`src/rtl/regfile_access_ctrl_if.sv`:
```
// regfile_access_ctrl_if: command/response channels plus register-file port bundle
interface regfile_access_ctrl_if #(parameter int DATA_W = 16, parameter int ADDR_W = 4);
  logic              Cmd_valid;
  logic              Cmd_ready;
  logic [1:0]        Cmd_op;
  logic [ADDR_W-1:0] Cmd_a;
  logic [ADDR_W-1:0] Cmd_b;
  logic [DATA_W-1:0] Cmd_data;
  logic              Rsp_valid;
  logic              Rsp_ready;
  logic [DATA_W-1:0] Rsp_src;
  logic [DATA_W-1:0] Rsp_dest;
  logic              Busy;
  logic [ADDR_W-1:0] RF_addr_A;
  logic [ADDR_W-1:0] RF_addr_B;
  logic [DATA_W-1:0] RF_data_in;
  logic              RF_WR;
  logic [DATA_W-1:0] RF_src;
  logic [DATA_W-1:0] RF_dest;
  modport master (
    output Cmd_valid, Cmd_op, Cmd_a, Cmd_b, Cmd_data, Rsp_ready, RF_src, RF_dest,
    input  Cmd_ready, Rsp_valid, Rsp_src, Rsp_dest, Busy, RF_addr_A, RF_addr_B, RF_data_in, RF_WR
  );
  modport slave (
    input  Cmd_valid, Cmd_op, Cmd_a, Cmd_b, Cmd_data, Rsp_ready, RF_src, RF_dest,
    output Cmd_ready, Rsp_valid, Rsp_src, Rsp_dest, Busy, RF_addr_A, RF_addr_B, RF_data_in, RF_WR
  );
endinterface

```
`src/rtl/regfile_access_ctrl.sv`:
```
// regfile_access_ctrl: command-driven READ/WRITE/MOVE/CLEAR initiator for a 16x16 register file
module regfile_access_ctrl #(
  parameter int DATA_W   = 16,
  parameter int ADDR_W   = 4,
  parameter int NUM_REGS = 16
) (
  input logic CLK,
  input logic RSTn,
  regfile_access_ctrl_if.slave bus
);
  typedef enum logic [2:0] {IDLE, READ, RESP, WRITE, MOVE_RD, MOVE_WR, CLEAR} state_t;
  state_t state, state_d;
  logic [ADDR_W-1:0] addr_a, addr_a_d, addr_b, addr_b_d, cnt, cnt_d;
  logic [DATA_W-1:0] data, data_d, src, src_d, dest, dest_d;
  logic wr, wr_d, vld, vld_d;
  always_comb begin
    state_d  = state;
    addr_a_d = addr_a;
    addr_b_d = addr_b;
    data_d   = data;
    src_d    = src;
    dest_d   = dest;
    cnt_d    = cnt;
    vld_d    = vld;
    wr_d     = 1'b0;
    case (state)
      IDLE: if (bus.Cmd_valid) begin
        addr_a_d = bus.Cmd_a;
        addr_b_d = bus.Cmd_b;
        case (bus.Cmd_op)
          2'b00: state_d = READ;
          2'b01: begin
            state_d = WRITE;
            data_d  = bus.Cmd_data;
            wr_d    = 1'b1;
          end
          2'b10: state_d = MOVE_RD;
          default: begin
            state_d  = CLEAR;
            addr_b_d = '0;
            data_d   = '0;
            cnt_d    = '0;
            wr_d     = 1'b1;
          end
        endcase
      end
      READ: begin
        src_d   = bus.RF_src;
        dest_d  = bus.RF_dest;
        vld_d   = 1'b1;
        state_d = RESP;
      end
      RESP: if (bus.Rsp_ready) begin
        vld_d   = 1'b0;
        state_d = IDLE;
      end
      MOVE_RD: begin
        data_d  = bus.RF_src;
        wr_d    = 1'b1;
        state_d = MOVE_WR;
      end
      // last sweep address stops here so the write enable drops without wrapping
      CLEAR: if (cnt == ADDR_W'(NUM_REGS - 1)) state_d = IDLE;
      else begin
        cnt_d    = cnt + 1'b1;
        addr_b_d = cnt + 1'b1;
        wr_d     = 1'b1;
      end
      default: state_d = IDLE;
    endcase
  end
  always_ff @(posedge CLK) begin
    if (!RSTn) begin
      state  <= IDLE;
      addr_a <= '0;
      addr_b <= '0;
      data   <= '0;
      src    <= '0;
      dest   <= '0;
      cnt    <= '0;
      vld    <= 1'b0;
      wr     <= 1'b0;
    end else begin
      state  <= state_d;
      addr_a <= addr_a_d;
      addr_b <= addr_b_d;
      data   <= data_d;
      src    <= src_d;
      dest   <= dest_d;
      cnt    <= cnt_d;
      vld    <= vld_d;
      wr     <= wr_d;
    end
  end
  assign bus.Cmd_ready  = state == IDLE;
  assign bus.Busy       = state != IDLE;
  assign bus.RF_addr_A  = addr_a;
  assign bus.RF_addr_B  = addr_b;
  assign bus.RF_data_in = data;
  assign bus.RF_WR      = wr;
  assign bus.Rsp_valid  = vld;
  assign bus.Rsp_src    = src;
  assign bus.Rsp_dest   = dest;
endmodule

```
`src/flat_wrapper.sv`:
```
// flat-port wrapper written by rule: the top's interface ports become plain ports
module regfile_access_ctrl_flat 
#(
  parameter int DATA_W   = 16,
  parameter int ADDR_W   = 4,
  parameter int NUM_REGS = 16
)
  (CLK, RSTn, bus_Cmd_valid, bus_Cmd_op, bus_Cmd_a, bus_Cmd_b, bus_Cmd_data, bus_Rsp_ready, bus_RF_src, bus_RF_dest, bus_Cmd_ready, bus_Rsp_valid, bus_Rsp_src, bus_Rsp_dest, bus_Busy, bus_RF_addr_A, bus_RF_addr_B, bus_RF_data_in, bus_RF_WR);
  regfile_access_ctrl_if #(.DATA_W(DATA_W), .ADDR_W(ADDR_W)) bus_i ();
  input logic CLK;
  input logic RSTn;
  input wire logic [$bits(bus_i.Cmd_valid)-1:0] bus_Cmd_valid;
  input wire logic [$bits(bus_i.Cmd_op)-1:0] bus_Cmd_op;
  input wire logic [$bits(bus_i.Cmd_a)-1:0] bus_Cmd_a;
  input wire logic [$bits(bus_i.Cmd_b)-1:0] bus_Cmd_b;
  input wire logic [$bits(bus_i.Cmd_data)-1:0] bus_Cmd_data;
  input wire logic [$bits(bus_i.Rsp_ready)-1:0] bus_Rsp_ready;
  input wire logic [$bits(bus_i.RF_src)-1:0] bus_RF_src;
  input wire logic [$bits(bus_i.RF_dest)-1:0] bus_RF_dest;
  output wire logic [$bits(bus_i.Cmd_ready)-1:0] bus_Cmd_ready;
  output wire logic [$bits(bus_i.Rsp_valid)-1:0] bus_Rsp_valid;
  output wire logic [$bits(bus_i.Rsp_src)-1:0] bus_Rsp_src;
  output wire logic [$bits(bus_i.Rsp_dest)-1:0] bus_Rsp_dest;
  output wire logic [$bits(bus_i.Busy)-1:0] bus_Busy;
  output wire logic [$bits(bus_i.RF_addr_A)-1:0] bus_RF_addr_A;
  output wire logic [$bits(bus_i.RF_addr_B)-1:0] bus_RF_addr_B;
  output wire logic [$bits(bus_i.RF_data_in)-1:0] bus_RF_data_in;
  output wire logic [$bits(bus_i.RF_WR)-1:0] bus_RF_WR;
  assign bus_i.Cmd_valid = bus_Cmd_valid;
  assign bus_i.Cmd_op = bus_Cmd_op;
  assign bus_i.Cmd_a = bus_Cmd_a;
  assign bus_i.Cmd_b = bus_Cmd_b;
  assign bus_i.Cmd_data = bus_Cmd_data;
  assign bus_i.Rsp_ready = bus_Rsp_ready;
  assign bus_i.RF_src = bus_RF_src;
  assign bus_i.RF_dest = bus_RF_dest;
  assign bus_Cmd_ready = bus_i.Cmd_ready;
  assign bus_Rsp_valid = bus_i.Rsp_valid;
  assign bus_Rsp_src = bus_i.Rsp_src;
  assign bus_Rsp_dest = bus_i.Rsp_dest;
  assign bus_Busy = bus_i.Busy;
  assign bus_RF_addr_A = bus_i.RF_addr_A;
  assign bus_RF_addr_B = bus_i.RF_addr_B;
  assign bus_RF_data_in = bus_i.RF_data_in;
  assign bus_RF_WR = bus_i.RF_WR;
  regfile_access_ctrl #(.DATA_W(DATA_W), .ADDR_W(ADDR_W), .NUM_REGS(NUM_REGS)) u_core (.CLK(CLK), .RSTn(RSTn), .bus(bus_i));
endmodule
```
`config.mk`:
```
export PLATFORM = sky130hd
export DESIGN_NAME = regfile_access_ctrl_flat
export DESIGN_NICKNAME = d
export VERILOG_FILES = /design/src/rtl/regfile_access_ctrl_if.sv /design/src/rtl/regfile_access_ctrl.sv /design/src/flat_wrapper.sv
export SDC_FILE = /design/constraint.sdc
export NUM_CORES = 1
export LEC_CHECK = 0
export ABC_AREA = 1
export CORE_MARGIN = 3
export CORE_UTILIZATION = 42
export DETAILED_ROUTE_END_ITERATION = 6
export GPL_ROUTABILITY_DRIVEN = 0
export PLACE_DENSITY_LB_ADDON = 0.15
export SYNTH_ARGS = -nofsm -noshare
export SYNTH_HDL_FRONTEND = slang
export SYNTH_SLANG_ARGS = --single-unit
export TNS_END_PERCENT = 1
```
`constraint.sdc`:
```
create_clock -name CLK -period 1.8 [get_ports CLK]
set_input_delay 0.18 -clock CLK [delete_from_list [all_inputs] [get_ports CLK]]
set_output_delay 0.18 -clock CLK [all_outputs]
set_load 0.005 [all_outputs]
```
== Word-level counts from Yosys, hierarchy flattened ==
Cells that the tools add are included.

* Bits in registers: 65
* Bits of input ports: 62
* Output and inout port bits: 60
* Logic and storage cells: 58

* Add/sub/neg operators: 1
* Equality and inequality tests: 13
* Mux-type cells: 21
* Reduce and logical (&&, ||, !) cells: 14

{| class="wikitable"
|+ Operators with widths
! kind !! count
|-
| $pmux W16 S2 || 2
|-
| $mux W4 || 5
|-
| $mux W16 || 1
|-
| $pmux W4 S2 || 2
|-
| $pmux W3 S5 || 1
|-
| $ne A2 B2 Y1 const B || 5
|-
| $mux W3 || 3
|-
| $pmux W3 S3 || 1
|-
| $reduce_and A3 Y1 || 3
|-
| $eq A3 B3 Y1 const B || 2
|-
| $reduce_bool A2 Y1 || 3
|-
| $add A4 B1 Y4 const B || 1
|-
| $eq A4 B4 Y1 const B || 1
|-
| $mux W1 || 4
|-
| $reduce_and A2 Y1 || 2
|-
| $reduce_and A4 Y1 || 1
|-
| $eq A3 B1 Y1 const B || 1
|-
| $eq A3 B2 Y1 const B || 1
|-
| $logic_not A3 Y1 || 1
|-
| $pmux W1 S3 || 1
|-
| $reduce_bool A3 Y1 || 1
|-
| $reduce_or A3 Y1 || 1
|-
| $eq A2 B1 Y1 const B || 1
|-
| $eq A2 B2 Y1 const B || 1
|-
| other kinds (4) || 4
|}

== Depth between registers and ports, before layout ==
* Depth in word-level cells: 5
* Depth in mapped cells: 10
* Gate-level depth less buffers: 9

== Worst setup path before layout ==
OpenSTA, ideal clock, no wires.

* Kind: flip-flop to flip-flop
* From: register u_core.cnt[0]
* To: register u_core.cnt[0]
* Data arrival time: 1.161 ns
* Data required time: 1.684 ns
* Path slack: 0.523 ns
* Cell stages (with the launch flop): 8
* Buffers on the path: 1
* Period minus slack after synthesis: 1.277 ns
* Path through: dfxtp_1 ha_1 nand3_1 nand3_1 nand2_2 buf_4 a21oi_1 nor2_2

* Cells in the longest elaborated chain, start to end: 3
* Elaborated cells between the ends (all ways): 6

{| class="wikitable"
|+ Ends and longest elaborated chain
! item !! line !! source
|-
| from (decl) || regfile_access_ctrl.sv:13 || <nowiki>logic [ADDR_W-1:0] addr_a, addr_a_d, addr_b, addr_b_d, cnt, cnt_d;</nowiki>
|-
| from (signal assigned) || regfile_access_ctrl.sv:90 || <nowiki>cnt <= cnt_d;</nowiki>
|-
| $add A4 B1 Y4 / $eq A4 B4 Y1 (equally long branches) || regfile_access_ctrl.sv:65, regfile_access_ctrl.sv:63 ||
|-
| $mux W4 / $ne A2 B2 Y1 (equally long branches) || -- ||
|-
| $pmux W4 S2 / $reduce_and A4 Y1 (equally long branches) || -- ||
|}

Several ways; a longest one is shown, not always the timed one. The select of a mux whose other input is x is not followed.
A chain may end at the register's enable or synchronous reset.

== Final worst setup path ==
* From: register u_core.state[1]
* To: output port bus_Cmd_ready

* Cells in the longest elaborated chain, start to end: 1

{| class="wikitable"
|+ Ends and longest elaborated chain
! item !! line !! source
|-
| from (decl) || regfile_access_ctrl.sv:12 || <nowiki>state_t state, state_d;</nowiki>
|-
| from (signal assigned) || regfile_access_ctrl.sv:84 || <nowiki>state <= state_d;</nowiki>
|-
| $logic_not A3 Y1 || regfile_access_ctrl.sv:95 || <nowiki>assign bus.Cmd_ready = state == IDLE;</nowiki>
|-
| to (decl) || flat_wrapper.sv:20 || <nowiki>output wire logic [$bits(bus_i.Cmd_ready)-1:0] bus_Cmd_ready;</nowiki>
|}

Every way passes these cells.

==> impl_results.md <==
- Final wirelength: around 7900 um
- Clk pin slew, worst setup/hold paths: approximately 70 ps
- Die area: 7470 um2
- WP data arrival: roughly 1500 ps
- Cell Chain, Critical Path: nor2_4 > nand2_2 > inv_2 > clkdlybuf4s50_1
- Largest net degree at the start of global routing: 23
- Met1 WL: approximately 3500 um
- Buffers & Inverters on Critical Path: 2
- Post-synth net total: 450
- Die height: roughly 86 um
- Initial antenna violation count: 0
- VDD IR-drop max: 603 uV
- Min cycle time layout: 1710 ps
- Max-cap violations: 0
- CTS tree: built
- Layout Nets: slightly below 600
- CTS buffer count: 9
- Routed wl met2: 3790 um
- Final Cycle Share: approximately 95%
- Syn Inst Count: ~390
- Starting Density: roughly 45%
- Clk pwr share: approximately 29%
- Via count: slightly below 3k
- Longest Clk Path Bufs: 2
- Worst-skew pair later-pin latency: about 340 ps
- Slew Limit Fails: 0
- Pwr Density: roughly 1100 nW/um2
- Final setup viols: 0
- Wire length per cell: 13.4 um
- Switching pwr: approximately 1.4 mW
- Pleak: 1.82 nW
- Slew of the pin with the lowest slew margin: about 360 ps
- DR iter-0 viols: between 100 and 150
- Crit Path Category: reg2out
- Grt ovf: 0
- Share of layout cells above drive strength 1: 8.30%
- Mean Syn Cell Area: approximately 7 um2
- CP endpoint kind: output pin
- Final Hold Vio Count: 0
- P_int: ~3.2 mW
- Die width: a little under 90 um
- Logic gate share of total power: 31.3%
- Via density: slightly below 5
- Worst setup margin: approximately 95 ps
- Port Buffers: between 100 and 150
- Register area share after synthesis: between 40 and 50%
- Number of global-route vias before repair: between 2k and 3k
- Core Region: 6100 um2
- Status: completed
- Detailed-route DRC error count: 0
- Crit start category: flip-flop
- Setup tns final: 0 ps
- Root buffer cell: clkbuf_8
- Slew headroom: ~76%
- Setup WS pre-CTS: between 100 and 150 ps
- Htree depth: 3
- Global-route wire length before repair: approximately 13,000 um
- I/O pin total: about 120
- FP Rows: 28
- Synth unique cells: 25
- FF+latch count, synth: 65
- Yosys warnings: 0
- Clk_skew: ~6.6 ps
- Total power: around 4.6 mW
- Switching share of power: between 20% and 30%
- Hold_buf cts: 0
- Post-Syn Area: roughly 2700 um2
- CTS sink count: 65
- Max Fclk: about 590 MHz
- Worst path max stage delay: slightly above 500 ps
- Detail Route Antenna Nets: 0
- Hpwl dp: roughly 5800 um
- Worst min path class: in2reg
- Routed length on met3: between 400 and 500 um
- Critical path data required time: about 1600 ps
- Slowest CP cell: clkdlybuf4s50_1
- All-Layer GR Usage: 21.6%
- Max Fanout on Critical Path: 6
- Unrepaired setup endpoints after global routing: false
- Hold_ws: roughly 240 ps
- Top Layer Used: met4
- Antenna Cells: 0
- Critical path's top delay family: buffers and inverters
- DRT Pass-1 Iters: 4
- Layout area overhead: 55.9%
- Reg power frac: around two fifths
## cells by family (layout without fill, tap and decap cells)
kind of cell	Yosys count	after routing	synth area share [%]
simple gates	213	213	32.9
compound gates	66	66	12.2
flops	65	65	47.9
buf+inv	42	173	6.63
fa+ha+maj	1	1	0.460
## Yosys cell counts (all sizes together)
| cell | count | area (um2) |
|---|---|---|
| nor2 | 93 | 364 |
| nand2 | 77 | 299 |
| dfxtp | 65 | 1300 |
| o21ai | 51 | 255 |
| nand3 | 36 | 185 |
| inv | 23 | 86.3 |
| a21oi | 15 | 75.1 |
| buf | 10 | 60.1 |
| clkbuf | 7 | 26.3 |
| nand4 | 3 | 18.8 |
| clkinv | 2 | 7.51 |
| or2 | 2 | 12.5 |
| ha | 1 | 12.5 |
| nand3b | 1 | 7.51 |
| nor4 | 1 | 6.26 |
## final cells by class
| type | count | area (um2) |
|---|---|---|
| Sequential cell | 65 | 1300 |
| Timing Repair Buffer | 133 | 1300 |
| Tap cell | 75 | 93.8 |
| Clock buffer | 13 | 179 |
| Inverter | 25 | 93.8 |
| Multi-Input combinational cell | 280 | 1240 |
| Clock inverter | 2 | 35.0 |
| Fill cell | 517 | 1860 |
## worst min-delay path: cells and delay by family
| kind | cells | cell delay (ps) |
|---|---|---|
| AO/OA/AOI/OAI | 1 | 110 |
| buffers and inverters | 1 | 200 |
| AND/OR/NAND/NOR | 1 | 40 |
## registers in the layout, summed over array words and instances, names as in the netlist
register	cells
u_core.bus.RF_data_in	16
u_core.bus.Rsp_dest	16
u_core.bus.Rsp_src	16
u_core.bus.RF_addr_A	4
u_core.bus.RF_addr_B	4
u_core.cnt	4
u_core.state	3
u_core.bus.RF_WR	1
u_core.bus.Rsp_valid	1
## worst paths after layout
path	from	cells past startpoint	slack [ps]	endpoint
setup / recovery	u_core.state[1]	4	90	bus_Cmd_ready
hold / removal	RSTn	3	240	u_core.bus.Rsp_src[13]
setup reg to reg	u_core.cnt[0]	7	330	u_core.bus.RF_addr_B[2]
hold reg to reg	u_core.bus.Rsp_valid	2	460	u_core.bus.Rsp_valid
## power groups by stage
stage	clock network [mW]	registers, mW	logic (mW)
4_1_cts	1.35	1.82	1.43
5_1_grt	1.41	1.86	1.60
6_report	1.31	1.82	1.43
3_3_place_gp	0	1.84	1.38
2_1_floorplan	0	1.85	0.680
3_5_place_dp	0	1.85	1.41
## cells in the final DEF, fill, tap and decap left out, types with 4 or more instances in the layout
cell             count
clkdlybuf4s50_1    120
nor2_1              89
nand2_1             73
dfxtp_1             63
o21ai_0             50
nand3_1             35
inv_1               20
a21oi_1             15
clkbuf_8            13
buf_4               12
nand2_2              4
## layer usage
| layer | global-route usage, % | vias to the layer above |
|---|---|---|
| met3 | 5.13 | 12 |
| met1 | 28.1 | 1320 |
| met2 | 34.7 | 93 |
| li1 | - | 1504 |
| met5 | 0 | - |
| met4 | 8.50 | 0 |
## stage by stage
step,instances,util [%],instance area (um2)
CTS,591,69.2,4220
global placement,575,65.6,4000
finish,593,69.5,4240
detailed placement,575,65.6,4000
floorplan,387,-,2720
global route,593,69.5,4240
## repair_timing
item,in CTS,in global routing
endpoints found under the hold margin,0,0
endpoints found under the setup margin,1,1
resized for setup,0,2
pin swaps,1,0
buffers inserted,1,2
Note: power is estimated with default switching activity, not from simulation.
==> edit (config.mk and constraints unchanged) <==
Re-encode `state_t` (7 states) as one-hot, 7 bits wide.
--- a/src/rtl/regfile_access_ctrl.sv
+++ b/src/rtl/regfile_access_ctrl.sv
@@ -8,7 +8,7 @@
   input logic RSTn,
   regfile_access_ctrl_if.slave bus
 );
-  typedef enum logic [2:0] {IDLE, READ, RESP, WRITE, MOVE_RD, MOVE_WR, CLEAR} state_t;
+  typedef enum logic [6:0] {IDLE = 7'b0000001, READ = 7'b0000010, RESP = 7'b0000100, WRITE = 7'b0001000, MOVE_RD = 7'b0010000, MOVE_WR = 7'b0100000, CLEAR = 7'b1000000} state_t;
   state_t state, state_d;
   logic [ADDR_W-1:0] addr_a, addr_a_d, addr_b, addr_b_d, cnt, cnt_d;
   logic [DATA_W-1:0] data, data_d, src, src_d, dest, dest_d;
Behaviour: same outputs for any inputs over 4 cycles, from zero or initial values and one cycle with RSTn low; so few cycles prove little.
==> edit against the unedited design <==
- sequential cell count rose by 4
- setup slack got worse by 0.037 ns
- synthesized cell count rose by 16%
- largest cell class is now multi-input gates
- global-route usage fell by 1.2 points
- clock power fell by 4%
- routed wire length rose by 8.4%
- power fell by 3.7%
- area after synthesis rose by 13%
- final area rose by 7.6%
==> edit: results (changes against the unedited design) <==
Netlist cell types=26 (was 25); max incr delay on CP=0.51 ns (about the same); # diodes=0 (unchanged); Yosys warnings=0 (unchanged); status=finished clean (unchanged); largest net degree at the start of global routing=46 (was 23); Hold Path Origin=RSTn (unchanged); Filler Cell Count=623 (was 517); r2r setup slk=0.17 ns (was 0.33 ns); sequential area share after synthesis=45.1% (was 47.9%); syn nets=512 (was 450); reg2reg end=u_core.bus.RF_data_in[6] (was u_core.bus.RF_addr_B[2]); Final Net Count=627 (was 577); top cell family by delay on the critical path=buffers and inverters (unchanged); clk_lat worst skew=0.33 ns; Worst Hold End=u_core.bus.Rsp_dest[11] (was u_core.bus.Rsp_src[13]); Hold WC Path Type=input pin to register (unchanged); CTS buffer count=9 (unchanged); share of layout cells above drive strength 1=7.91% (was 8.30%); first-pass GRT wire length=14000 µm (was 12900 µm); H-tree depth=3 (unchanged); Starting DRT DRC Count=131 (was 121); clock root buffer=clkbuf_8 (unchanged); Hold Path Stages=3 (unchanged); commonest cells in the netlist=nor2_1 (116), nand2_1 (85), dfxtp_1 (69) (was nor2_1 (89), nand2_1 (73), dfxtp_1 (65)); 1st-pass router iterations=4 (unchanged); r2r startpoint=u_core.state[3] (was u_core.cnt[0]); CP arrival=1.56 ns (was 1.53 ns); placed instance area=4330 µm² (was 4000 µm²); Leak=1.92 nW (was 1.82 nW); synth top area cells=dfxtp_1 (45%), nor2_1 (14%), nand2_1 (10%) (was dfxtp_1 (48%), nor2_1 (12%), nand2_1 (10%)); post-DR vias/cell=4.78 (was 4.94); CTS max path bufs=2 (unchanged); Crit-path slowest cell=clkdlybuf4s50_1 (unchanged); Detailed Place HPWL=6270 µm (was 5760 µm); worst r2r path cells=8 (was 7); vias in the first global route=2879 (was 2815); clk slew on worst S/H paths=0.08 ns; worst-path fanout max=3 (was 6); I/O Buffers=121 (unchanged); clk_skew=0.00701 ns (was 0.00662 ns); Routed WL per cell=12.9 µm (was 13.4 µm); worst slew pin tran=0.543 ns (was 0.357 ns); GRT Overall Usage=20.5% (was 21.6%); post-synthesis async set-or-reset flop share=0% (unchanged); initial antenna violation count=0 (unchanged); Peak VDD IR=542 µV (was 603 µV)
==> edit: per-stage QoR <==
| step | setup slack [ns] | hold WS [ns] | util, % | cells | power, W |
|---|---|---|---|---|---|
| after floorplan | 0.465 | 0.318 | - | 449 | 0.00257 |
| after global placement | 0.102 | 0.461 | 62.4 | 648 | 0.00309 |
| after detailed placement | 0.0447 | 0.461 | 62.4 | 648 | 0.00312 |
| after CTS | 0.00829 | 0.213 | 65.4 | 665 | 0.00441 |
| after global routing | -0.0449 | 0.229 | 65.7 | 665 | 0.00469 |
| final | 0.0581 | 0.223 | 65.7 | 665 | 0.00440 |
==> edit: worst register-to-register path, cell delays in order (launching register included) <==
cell	delay (ns)
dfxtp_1	0.31
inv_1	0.06
nand2_1	0.13
nor2_2	0.19
nand2_2	0.22
nand2_1	0.18
nand3_4	0.19
nor2_1	0.18
nor2_1	0.06
==> edit: worst max-delay path by stage <==
| stage | from | to | slack [ns] | depth (start not counted) |
|---|---|---|---|---|
| after global routing | u_core.state[5] | bus_Busy | -0.04 | 5 |
| after global placement | bus_Cmd_valid | u_core.bus.RF_data_in[6] | 0.10 | 6 |
| final | u_core.state[2] | bus_Cmd_ready | 0.06 | 4 |
| after floorplan | u_core.cnt[0] | u_core.cnt[2] | 0.47 | 8 |
| after CTS | u_core.state[1] | bus_Busy | 0.008 | 5 |
| after detailed placement | bus_Cmd_valid | u_core.bus.RF_addr_B[0] | 0.04 | 6 |
==> edit: cells by family after synthesis <==
logic type	after synthesis	share of synthesized area, %
buf+inv	56	8.04
xor+xnor	1	0.286
compound gates	51	8.49
flops	69	45.1
simple gates	271	37.7
fa+ha+maj	1	0.408
==> edit: per-layer routing <==
metal	global-route usage (%)	part of all wire [%]	up-vias
met2	31.1	45	114
met1	28.2	46	1400
met5	0	0	-
met3	5.14	7.6	9
met4	6.66	1.3	0
li1	-	-	1658
==> edit: timing repair <==
action / 4_1_cts / 5_1_grt
endpoints found under the setup margin: 1 / 18
pin swaps: 1 / 0
setup buffers: 1 / 0
resized for setup: 1 / 4
gates cloned: 0 / 0
==> edit: layout make-up <==
class	count	area [µm²]	area share, %
Clock buffer	10	138	3.02
Clock inverter	6	62.6	1.37
Inverter	33	124	2.72
Multi-Input combinational cell	324	1460	32.0
Sequential cell	69	1380	30.3
Tap cell	96	120	2.63
Timing Repair Buffer	127	1280	28.0
==> edit: where the power goes <==
group	internal (W)	total, W	switching (W)	leakage [nW]
Sequential	0.00169	0.00179	0.000103	0.561
Clock	0.000672	0.00126	0.000586	0.0943
Combinational	0.000658	0.00135	0.000693	1.26
